### config.mk
export PLATFORM = sky130hd
export DESIGN_NAME = tag_array_assoc_flat
export DESIGN_NICKNAME = d
export VERILOG_FILES = /design/src/rtl/tag_array_pkg.sv /design/src/rtl/tag_array_assoc_if.sv /design/src/rtl/tag_way_bank.sv /design/src/rtl/tag_array_assoc.sv /design/src/flat_wrapper.sv
export SDC_FILE = /design/constraint.sdc
export NUM_CORES = 2
export LEC_CHECK = 0
export BUFFER_PORTS_ARGS = -buffer_cell sky130_fd_sc_hd__buf_2
export CELL_PAD_IN_SITES_DETAIL_PLACEMENT = 1
export CELL_PAD_IN_SITES_GLOBAL_PLACEMENT = 1
export CORE_UTILIZATION = 49
export CTS_BUF_LIST = sky130_fd_sc_hd__clkbuf_16
export DETAILED_ROUTE_END_ITERATION = 10
export PLACE_DENSITY = 0.81
export SYNTH_ARGS = -nofsm -noshare
export SYNTH_HDL_FRONTEND = slang
export SYNTH_SLANG_ARGS = --single-unit
### constraint.sdc
create_clock -name clock -period 8.6 [get_ports clock]
set_input_delay 2.15 -clock clock [delete_from_list [all_inputs] [get_ports clock]]
set_output_delay 2.15 -clock clock [all_outputs]
set_load 0.01 [all_outputs]
### src/rtl/tag_array_pkg.sv
// Shared types and helpers for the set-associative L1 tag store.
`ifndef TAG_ARRAY_PKG_SV
`define TAG_ARRAY_PKG_SV

// Tag entry layout; the tag width comes from the instantiating module's parameter.
`define TAG_ARRAY_ENTRY_T(W) struct packed { logic valid; logic dirty; logic [(W)-1:0] tag; }

package tag_array_pkg;

    typedef enum logic [1:0] {
        IDLE  = 2'd0,
        FLUSH = 2'd1,
        DONE  = 2'd2
    } state_e;

    localparam int PRIO_MAX = 64;

    // Index of the lowest set bit; 0 when no bit is set.
    function automatic int prio_enc(input logic [PRIO_MAX-1:0] vec);
        prio_enc = 0;
        for (int i = PRIO_MAX - 1; i >= 0; i--) begin
            if (vec[i]) prio_enc = i;
        end
    endfunction

endpackage

`endif

### src/rtl/tag_array_assoc_if.sv
// Request/response bundle between the L1 controller (master) and the tag store (slave).
interface tag_array_assoc_if #(
    parameter int TAG_WIDTH = 20,
    parameter int NUM_SETS  = 16,
    parameter int NUM_WAYS  = 4
);
    localparam int SET_W = $clog2(NUM_SETS);
    localparam int WAY_W = (NUM_WAYS > 1) ? $clog2(NUM_WAYS) : 1;

    logic                          lookup_valid;
    logic [SET_W-1:0]              lookup_set;
    logic [TAG_WIDTH-1:0]          lookup_tag;
    logic                          lookup_resp_valid;
    logic                          lookup_hit;
    logic [WAY_W-1:0]              lookup_hit_way;
    logic                          lookup_dirty;
    logic [NUM_WAYS*TAG_WIDTH-1:0] lookup_tags;
    logic [NUM_WAYS-1:0]           lookup_valids;
    logic                          multi_hit;

    logic                          snoop_valid;
    logic [SET_W-1:0]              snoop_set;
    logic [TAG_WIDTH-1:0]          snoop_tag;
    logic                          snoop_resp_valid;
    logic                          snoop_hit;
    logic [WAY_W-1:0]              snoop_hit_way;

    logic                          write_en;
    logic [SET_W-1:0]              write_set;
    logic [WAY_W-1:0]              write_way;
    logic [TAG_WIDTH-1:0]          write_tag;
    logic                          write_valid;
    logic                          write_dirty;

    logic                          flush_req;
    logic                          ready;
    logic                          flush_done;

    modport master (
        output lookup_valid, lookup_set, lookup_tag,
        input  lookup_resp_valid, lookup_hit, lookup_hit_way, lookup_dirty,
        input  lookup_tags, lookup_valids, multi_hit,
        output snoop_valid, snoop_set, snoop_tag,
        input  snoop_resp_valid, snoop_hit, snoop_hit_way,
        output write_en, write_set, write_way, write_tag, write_valid, write_dirty,
        output flush_req,
        input  ready, flush_done
    );

    modport slave (
        input  lookup_valid, lookup_set, lookup_tag,
        output lookup_resp_valid, lookup_hit, lookup_hit_way, lookup_dirty,
        output lookup_tags, lookup_valids, multi_hit,
        input  snoop_valid, snoop_set, snoop_tag,
        output snoop_resp_valid, snoop_hit, snoop_hit_way,
        input  write_en, write_set, write_way, write_tag, write_valid, write_dirty,
        input  flush_req,
        output ready, flush_done
    );
endinterface

### src/rtl/tag_way_bank.sv
// One way of the tag store: tag RAM, valid/dirty flops and registered per-port compares.
module tag_way_bank #(
    parameter int TAG_WIDTH = 20,
    parameter int NUM_SETS  = 16
) (
    input  logic                         clock,
    input  logic                         reset,
    input  logic                         wr_en_i,
    input  logic [$clog2(NUM_SETS)-1:0]  wr_set_i,
    input  logic [TAG_WIDTH-1:0]         wr_tag_i,
    input  logic                         wr_valid_i,
    input  logic                         wr_dirty_i,
    input  logic                         clr_en_i,
    input  logic [$clog2(NUM_SETS)-1:0]  clr_set_i,
    input  logic                         lk_en_i,
    input  logic [$clog2(NUM_SETS)-1:0]  lk_set_i,
    input  logic [TAG_WIDTH-1:0]         lk_tag_i,
    input  logic                         sn_en_i,
    input  logic [$clog2(NUM_SETS)-1:0]  sn_set_i,
    input  logic [TAG_WIDTH-1:0]         sn_tag_i,
    output logic                         lk_hit_o,
    output logic                         lk_valid_o,
    output logic                         lk_dirty_o,
    output logic [TAG_WIDTH-1:0]         lk_tag_o,
    output logic                         sn_hit_o
);
    typedef `TAG_ARRAY_ENTRY_T(TAG_WIDTH) tag_entry_t;

    logic [TAG_WIDTH-1:0] tag_mem [NUM_SETS];
    logic [NUM_SETS-1:0]  valid_q;
    logic [NUM_SETS-1:0]  dirty_q;
    tag_entry_t           lk_rd;
    tag_entry_t           lk_q;
    logic                 lk_hit_q;
    logic                 sn_hit_q;
    logic                 sn_match;

    // NOTE: the tag RAM has no reset; stale tags are harmless because valid_q gates every compare.
    always_ff @(posedge clock) begin
        if (wr_en_i) tag_mem[wr_set_i] <= wr_tag_i;
    end

    // NOTE: sequential state uses non-blocking assignments so all flops sample pre-edge values.
    always_ff @(posedge clock or posedge reset) begin
        if (reset) begin
            valid_q <= '0;
            dirty_q <= '0;
        end else if (clr_en_i) begin
            valid_q[clr_set_i] <= 1'b0;
            dirty_q[clr_set_i] <= 1'b0;
        end else if (wr_en_i) begin
            valid_q[wr_set_i] <= wr_valid_i;
            dirty_q[wr_set_i] <= wr_dirty_i;
        end
    end

    // NOTE: every always_comb output gets a default first so no latch can be inferred.
    always_comb begin
        lk_rd       = '0;
        lk_rd.valid = valid_q[lk_set_i];
        lk_rd.dirty = dirty_q[lk_set_i];
        lk_rd.tag   = tag_mem[lk_set_i];
        sn_match    = valid_q[sn_set_i] && (tag_mem[sn_set_i] == sn_tag_i);
    end

    // Sampling current contents at the write edge gives read-first behaviour.
    always_ff @(posedge clock or posedge reset) begin
        if (reset) begin
            lk_q     <= '0;
            lk_hit_q <= 1'b0;
            sn_hit_q <= 1'b0;
        end else begin
            if (lk_en_i) begin
                lk_q     <= lk_rd;
                lk_hit_q <= lk_rd.valid && (lk_rd.tag == lk_tag_i);
            end
            if (sn_en_i) sn_hit_q <= sn_match;
        end
    end

    assign lk_hit_o   = lk_hit_q;
    assign lk_valid_o = lk_q.valid;
    assign lk_dirty_o = lk_q.dirty;
    assign lk_tag_o   = lk_q.tag;
    assign sn_hit_o   = sn_hit_q;
endmodule

### src/rtl/tag_array_assoc.sv
// Set-associative L1 tag store with a lookup port, a snoop port and a full-invalidate sequencer.
module tag_array_assoc
    import tag_array_pkg::*;
#(
    parameter int ID        = 0,
    parameter int TAG_WIDTH = 20,
    parameter int NUM_SETS  = 16,
    parameter int NUM_WAYS  = 4
) (
    input  logic             clock,
    input  logic             reset,
    tag_array_assoc_if.slave bus
);
    localparam int SET_W = $clog2(NUM_SETS);
    localparam int WAY_W = (NUM_WAYS > 1) ? $clog2(NUM_WAYS) : 1;

    if (NUM_SETS < 2 || (NUM_SETS & (NUM_SETS - 1)) != 0) begin : g_bad_sets
        $error("tag_array_assoc[%0d]: NUM_SETS must be a power of 2 and >= 2", ID);
    end
    if (NUM_WAYS < 1 || NUM_WAYS > PRIO_MAX || (NUM_WAYS & (NUM_WAYS - 1)) != 0) begin : g_bad_ways
        $error("tag_array_assoc[%0d]: NUM_WAYS must be a power of 2 in 1..%0d", ID, PRIO_MAX);
    end

    state_e               state_q;
    logic [SET_W-1:0]     sweep_q;
    logic                 ready_q;
    logic                 flush_done_q;
    logic                 lk_resp_q;
    logic                 sn_resp_q;

    logic                 lk_accept;
    logic                 sn_accept;
    logic                 wr_accept;
    logic                 sweeping;

    logic [NUM_WAYS-1:0]  lk_hit_vec;
    logic [NUM_WAYS-1:0]  lk_valid_vec;
    logic [NUM_WAYS-1:0]  lk_dirty_vec;
    logic [NUM_WAYS-1:0]  sn_hit_vec;
    logic [TAG_WIDTH-1:0] lk_tag_arr [NUM_WAYS];
    logic [NUM_WAYS*TAG_WIDTH-1:0] lk_tag_flat;
    logic [WAY_W-1:0]     lk_way;
    logic [WAY_W-1:0]     sn_way;

    assign lk_accept = bus.lookup_valid && ready_q;
    assign sn_accept = bus.snoop_valid  && ready_q;
    assign wr_accept = bus.write_en     && ready_q;
    assign sweeping  = (state_q == FLUSH);

    for (genvar w = 0; w < NUM_WAYS; w++) begin : g_way
        tag_way_bank #(
            .TAG_WIDTH (TAG_WIDTH),
            .NUM_SETS  (NUM_SETS)
        ) u_bank (
            .clock      (clock),
            .reset      (reset),
            .wr_en_i    (wr_accept && (bus.write_way == WAY_W'(w))),
            .wr_set_i   (bus.write_set),
            .wr_tag_i   (bus.write_tag),
            .wr_valid_i (bus.write_valid),
            .wr_dirty_i (bus.write_dirty),
            .clr_en_i   (sweeping),
            .clr_set_i  (sweep_q),
            .lk_en_i    (lk_accept),
            .lk_set_i   (bus.lookup_set),
            .lk_tag_i   (bus.lookup_tag),
            .sn_en_i    (sn_accept),
            .sn_set_i   (bus.snoop_set),
            .sn_tag_i   (bus.snoop_tag),
            .lk_hit_o   (lk_hit_vec[w]),
            .lk_valid_o (lk_valid_vec[w]),
            .lk_dirty_o (lk_dirty_vec[w]),
            .lk_tag_o   (lk_tag_arr[w]),
            .sn_hit_o   (sn_hit_vec[w])
        );
    end

    // Flush sequencer: one set cleared per FLUSH cycle, flush_done pulses in DONE.
    always_ff @(posedge clock or posedge reset) begin
        if (reset) begin
            state_q      <= IDLE;
            sweep_q      <= '0;
            ready_q      <= 1'b1;
            flush_done_q <= 1'b0;
        end else begin
            flush_done_q <= 1'b0;
            unique case (state_q)
                IDLE: begin
                    if (bus.flush_req) begin
                        state_q <= FLUSH;
                        sweep_q <= '0;
                        ready_q <= 1'b0;
                    end
                end
                FLUSH: begin
                    sweep_q <= sweep_q + 1'b1;
                    if (sweep_q == SET_W'(NUM_SETS - 1)) begin
                        state_q      <= DONE;
                        flush_done_q <= 1'b1;
                    end
                end
                DONE: begin
                    state_q <= IDLE;
                    ready_q <= 1'b1;
                end
                default: begin
                    state_q <= IDLE;
                    ready_q <= 1'b1;
                end
            endcase
        end
    end

    always_ff @(posedge clock or posedge reset) begin
        if (reset) begin
            lk_resp_q <= 1'b0;
            sn_resp_q <= 1'b0;
        end else begin
            lk_resp_q <= lk_accept;
            sn_resp_q <= sn_accept;
        end
    end

    always_comb begin
        lk_tag_flat = '0;
        for (int w = 0; w < NUM_WAYS; w++) begin
            lk_tag_flat[w*TAG_WIDTH +: TAG_WIDTH] = lk_tag_arr[w];
        end
        lk_way = WAY_W'(prio_enc(PRIO_MAX'(lk_hit_vec)));
        sn_way = WAY_W'(prio_enc(PRIO_MAX'(sn_hit_vec)));
    end

    assign bus.ready             = ready_q;
    assign bus.flush_done        = flush_done_q;
    assign bus.lookup_resp_valid = lk_resp_q;
    assign bus.lookup_hit        = |lk_hit_vec;
    assign bus.lookup_hit_way    = lk_way;
    assign bus.lookup_dirty      = (|lk_hit_vec) && lk_dirty_vec[lk_way];
    assign bus.lookup_tags       = lk_tag_flat;
    assign bus.lookup_valids     = lk_valid_vec;
    assign bus.multi_hit         = (lk_hit_vec & (lk_hit_vec - 1'b1)) != '0;
    assign bus.snoop_resp_valid  = sn_resp_q;
    assign bus.snoop_hit         = |sn_hit_vec;
    assign bus.snoop_hit_way     = sn_way;
endmodule

### src/flat_wrapper.sv
// flat-port wrapper written by rule: the top's interface ports become plain ports
module tag_array_assoc_flat import tag_array_pkg::*;
#(
    parameter int ID        = 0,
    parameter int TAG_WIDTH = 20,
    parameter int NUM_SETS  = 16,
    parameter int NUM_WAYS  = 4
)
  (clock, reset, bus_lookup_valid, bus_lookup_set, bus_lookup_tag, bus_lookup_resp_valid, bus_lookup_hit, bus_lookup_hit_way, bus_lookup_dirty, bus_lookup_tags, bus_lookup_valids, bus_multi_hit, bus_snoop_valid, bus_snoop_set, bus_snoop_tag, bus_snoop_resp_valid, bus_snoop_hit, bus_snoop_hit_way, bus_write_en, bus_write_set, bus_write_way, bus_write_tag, bus_write_valid, bus_write_dirty, bus_flush_req, bus_ready, bus_flush_done);
  tag_array_assoc_if #(.TAG_WIDTH(TAG_WIDTH), .NUM_SETS(NUM_SETS), .NUM_WAYS(NUM_WAYS)) bus_i ();
  input  logic clock;
  input  logic reset;
  input wire logic [$bits(bus_i.lookup_valid)-1:0] bus_lookup_valid;
  input wire logic [$bits(bus_i.lookup_set)-1:0] bus_lookup_set;
  input wire logic [$bits(bus_i.lookup_tag)-1:0] bus_lookup_tag;
  output wire logic [$bits(bus_i.lookup_resp_valid)-1:0] bus_lookup_resp_valid;
  output wire logic [$bits(bus_i.lookup_hit)-1:0] bus_lookup_hit;
  output wire logic [$bits(bus_i.lookup_hit_way)-1:0] bus_lookup_hit_way;
  output wire logic [$bits(bus_i.lookup_dirty)-1:0] bus_lookup_dirty;
  output wire logic [$bits(bus_i.lookup_tags)-1:0] bus_lookup_tags;
  output wire logic [$bits(bus_i.lookup_valids)-1:0] bus_lookup_valids;
  output wire logic [$bits(bus_i.multi_hit)-1:0] bus_multi_hit;
  input wire logic [$bits(bus_i.snoop_valid)-1:0] bus_snoop_valid;
  input wire logic [$bits(bus_i.snoop_set)-1:0] bus_snoop_set;
  input wire logic [$bits(bus_i.snoop_tag)-1:0] bus_snoop_tag;
  output wire logic [$bits(bus_i.snoop_resp_valid)-1:0] bus_snoop_resp_valid;
  output wire logic [$bits(bus_i.snoop_hit)-1:0] bus_snoop_hit;
  output wire logic [$bits(bus_i.snoop_hit_way)-1:0] bus_snoop_hit_way;
  input wire logic [$bits(bus_i.write_en)-1:0] bus_write_en;
  input wire logic [$bits(bus_i.write_set)-1:0] bus_write_set;
  input wire logic [$bits(bus_i.write_way)-1:0] bus_write_way;
  input wire logic [$bits(bus_i.write_tag)-1:0] bus_write_tag;
  input wire logic [$bits(bus_i.write_valid)-1:0] bus_write_valid;
  input wire logic [$bits(bus_i.write_dirty)-1:0] bus_write_dirty;
  input wire logic [$bits(bus_i.flush_req)-1:0] bus_flush_req;
  output wire logic [$bits(bus_i.ready)-1:0] bus_ready;
  output wire logic [$bits(bus_i.flush_done)-1:0] bus_flush_done;
  assign bus_i.lookup_valid = bus_lookup_valid;
  assign bus_i.lookup_set = bus_lookup_set;
  assign bus_i.lookup_tag = bus_lookup_tag;
  assign bus_lookup_resp_valid = bus_i.lookup_resp_valid;
  assign bus_lookup_hit = bus_i.lookup_hit;
  assign bus_lookup_hit_way = bus_i.lookup_hit_way;
  assign bus_lookup_dirty = bus_i.lookup_dirty;
  assign bus_lookup_tags = bus_i.lookup_tags;
  assign bus_lookup_valids = bus_i.lookup_valids;
  assign bus_multi_hit = bus_i.multi_hit;
  assign bus_i.snoop_valid = bus_snoop_valid;
  assign bus_i.snoop_set = bus_snoop_set;
  assign bus_i.snoop_tag = bus_snoop_tag;
  assign bus_snoop_resp_valid = bus_i.snoop_resp_valid;
  assign bus_snoop_hit = bus_i.snoop_hit;
  assign bus_snoop_hit_way = bus_i.snoop_hit_way;
  assign bus_i.write_en = bus_write_en;
  assign bus_i.write_set = bus_write_set;
  assign bus_i.write_way = bus_write_way;
  assign bus_i.write_tag = bus_write_tag;
  assign bus_i.write_valid = bus_write_valid;
  assign bus_i.write_dirty = bus_write_dirty;
  assign bus_i.flush_req = bus_flush_req;
  assign bus_ready = bus_i.ready;
  assign bus_flush_done = bus_i.flush_done;
  tag_array_assoc #(.ID(ID), .TAG_WIDTH(TAG_WIDTH), .NUM_SETS(NUM_SETS), .NUM_WAYS(NUM_WAYS)) u_core (.clock(clock), .reset(reset), .bus(bus_i));
endmodule
==> results by group <==
Status
  – Status: complete, but fails checks
  – Failing checks: capacitance limit, slew limit

Clocking
  – Setup Fix Bufs, Post-CTS: 0
  – CTS buffer count: 159
  – Hold Buf Count CTS: 0
  – Clock Path Buffers: 3
  – Clk slew on worst S/H paths: 0.07 ns
  – Clock sinks: 1514
  – H-tree depth: 4
  – CTS Root Cell: clkbuf_16
  – Worst-skew pair later-pin latency: 0.83 ns
  – TritonCTS clock tree: done
  – Post-cts resize count: 0

GRT
  – All-Layer GR Usage: 36.96%
  – Global-route wire length before repair: 387.8 mm
  – Met3 Track Usage GR: 15.80%
  – Met1 Use GR: 45.86%
  – Busiest grt layer: met2
  – Gr ovfl total: 0
  – Number of antenna violations at the first check in global routing: 30
  – Vias in the first global route: 49960
  – Largest net degree at the start of global routing: 124
  – Global routing usage on met2: 53.24%

Final layout
  – Area Overhead vs Synth: 11.56%
  – Reg area: 44290 um2
  – Commonest non-fill, non-tap cell in the layout: edfxtp_1
  – Share of cells above drive strength 1: 31.10%
  – Multi-input gate area: 27570 um2
  – Fill count: 13210
  – Commonest non-fill, non-tap cells in the layout: edfxtp_1 (1280), mux4_2 (716), nand2_1 (258)
  – Nets@finish: 4453

Worst setup path
  – Crit path buf inv count: 2
  – Critical Path Max Stage Delay: 1.03 ns
  – Worst Path Class, Setup: input pin to flop
  – Crit path capture type: flop
  – Crit path max-delay cell type: nor3_1
  – CP delay by family, top: simple AND/OR/NAND/NOR gates
  – Startpoint types: input pin
  – Data arrival time of the worst path: 5.97 ns
  – CP required: 9.31 ns
  – Worst-path fanout max: 75
  – CP Cell Sequence: clkbuf_8, inv_4, nand2_1, nor2_1, nor3_1, a2111oi_0, nand3_1, o31ai_1

Route
  – TritonRoute pass-1 iters: 6
  – Final wirelength: 280.2 mm
  – Initial DRC count: 8855
  – Post-detailed-route count of antenna-violating nets: 0
  – Via-to-Cell Ratio: 7.649
  – Wire per inst: 43.47 um
  – Via count: 49300
  – DRC violations left: 0

STA
  – Setup violations, final: 0
  – Skew final: 0.05950 ns
  – Pins Over Slew Limit: 3
  – Worst-Margin Slew: 1.514 ns
  – RSZ-0062 raised after global routing: false
  – Minimum clock period: 5.257 ns
  – Final Hold Fails: 0
  – Rel. slew slack: -1.436%
  – Setup TNS: 0 ns
  – Fmax: 190.2 MHz
  – Crit share post-route: 61.13%

Pwr
  – PwrDens: 219.6 nW/um2
  – Peak supply drop: 222.0 uV
  – Total power: 0.01796 W
  – Lkg Pwr: 27.85 nW

Logic synthesis
  – Synthesized net count: 4297
  – Top FF cell, synth: edfxtp_1
  – Number of unique standard cell types used by synthesis: 73
  – Yosys top cell area share: 52.44%
  – Number of synthesized flops with an enable pin: 1280
  – Async SR Flop Fraction: 15.46%
  – Syn Area/Cell: 17.41 um2
  – Leading area contributor after synthesis: edfxtp_1
  – Yosys warning count: 0
  – Mapped cell area: 73300 um2
  – Sequential share of the synthesized area: 60.43%
  – #FFs+latches synth: 1514
  – Synth top area cells: edfxtp_1 (52%), mux4_2 (22%), dfrtp_1 (8.0%), mux2i_1 (3.0%), xnor2_1 (1.7%)
  – Synth Instances: 4211

Worst hold path
  – Worst Hold Class: flop to flop

Floorplan
  – Placeable Area: 148000 um2
  – Full die area: 151100 um2
  – Row cnt: 141
  – Top Ports: 178
  – Starting density of the core: 49.52%
  – Die Y: 388.8 um
  – Die X: 388.8 um

Placement
  – Number of port buffers: 177
  – Routability cong.: 0.9644
  – Detailed Place HPWL: 172.0 mm

Job
  – MaxCap Viol Count: 1
sequential cells by signal, indices dropped and copies added, names as in the netlist:
register,count
u_core.g_way.u_bank.lk_dirty_o,4
u_core.g_way.u_bank.lk_hit_o,4
u_core.g_way.u_bank.tag_mem,1280
u_core.sweep_q,4
u_core.bus.ready,1
u_core.bus.flush_done,1
u_core.state_q,2
u_core.g_way.u_bank.dirty_q,64
u_core.bus.snoop_resp_valid,1
u_core.g_way.u_bank.sn_hit_o,4
u_core.g_way.u_bank.lk_valid_o,4
u_core.g_way.u_bank.lk_tag_o,80
u_core.bus.lookup_resp_valid,1
u_core.g_way.u_bank.valid_q,64
worst register-to-register path: cells and delay by family, from the launching register on:
kind | cells | cell delay, ns
compound gates | 2 | 0.58
simple gates | 3 | 1.45
buf+inv | 1 | 0.28
flops | 1 | 0.60
Yosys cell counts, types with 20 or more instances:
master	n
nand4_1	21
xnor2_1	139
nor2b_1	20
nand2_1	259
buf_4	46
o21ai_0	165
a21oi_1	65
buf_1	47
buf_2	101
mux2i_1	223
mux4_2	716
nand3_1	40
dfrtp_1	233
mux2_2	63
a22oi_1	32
nor2_1	174
inv_1	35
edfxtp_1	1280
a22o_1	137
clkbuf_1	106
o22ai_1	24
layout make-up:
| cell class | instances | area share [%] |
|---|---|---|
| diodes | 10 | 0.03060 |
| clock buffers | 163 | 4.988 |
| clock inverters | 136 | 1.287 |
| inverters | 45 | 0.2295 |
| multi-input cells | 2335 | 33.71 |
| flip-flops and latches | 1514 | 54.17 |
| well taps | 1930 | 2.953 |
| repair buffers | 312 | 2.632 |
path summary, 6_finish.rpt:
| path | cells after the start | slack [ns] | end | from |
|---|---|---|---|---|
| worst max-delay path | 8 | 3.34 | u_core.g_way[2].u_bank.lk_hit_o | bus_lookup_set[2] |
| worst min-delay path | 2 | 0.47 | u_core.g_way[0].u_bank.lk_tag_o[5] | u_core.g_way[0].u_bank.lk_tag_o[5] |
| worst max register to register | 6 | 5.56 | u_core.g_way[0].u_bank.valid_q[4] | u_core.bus.ready |
| worst min register to register | 2 | 0.47 | u_core.g_way[0].u_bank.lk_tag_o[5] | u_core.g_way[0].u_bank.lk_tag_o[5] |
| max in group asynchronous | 3 | 5.78 | u_core.g_way[3].u_bank.lk_tag_o[12] | reset |
| min in group asynchronous | 2 | 1.50 | u_core.g_way[1].u_bank.valid_q[6] | reset |
routing by layer:
layer	up-vias	wire [um]
met5	-	527
met3	1204	46130
met4	50	21570
li1	17750	-
met2	4874	120700
met1	25430	91250
power by group:
part	internal, W	switching (W)	leakage (nW)
Sequential	0.00819	0.000196	14.6
Clock	0.00377	0.00308	2.65
Combinational	0.000880	0.00184	10.6
cell families after synthesis:
group / after synthesis / synth area share (%)
compound gates: 592 / 5.676
xor+xnor: 158 / 1.888
fa+ha+maj: 5 / 0.08194
buf+inv: 362 / 2.453
flops: 1514 / 60.43
mux: 1005 / 26.12
simple gates: 575 / 3.356
metrics by stage:
step | setup WS, ns | cell area, um2 | instances | hold WS, ns | utilization, %
6_report | 3.343 | 81770 | 6445 | 0.4668 | 55.25
4_1_cts | 3.574 | 81750 | 6435 | 0.4670 | 55.23
3_5_place_dp | 2.728 | 76620 | 6136 | 0.4530 | 51.76
5_1_grt | 3.315 | 81750 | 6436 | 0.4996 | 55.23
3_3_place_gp | 2.857 | 76620 | 6136 | 0.4484 | 51.76
2_1_floorplan | 0.03366 | 73300 | 4211 | 0.4507 | -
(Power assumes the default switching activity.)
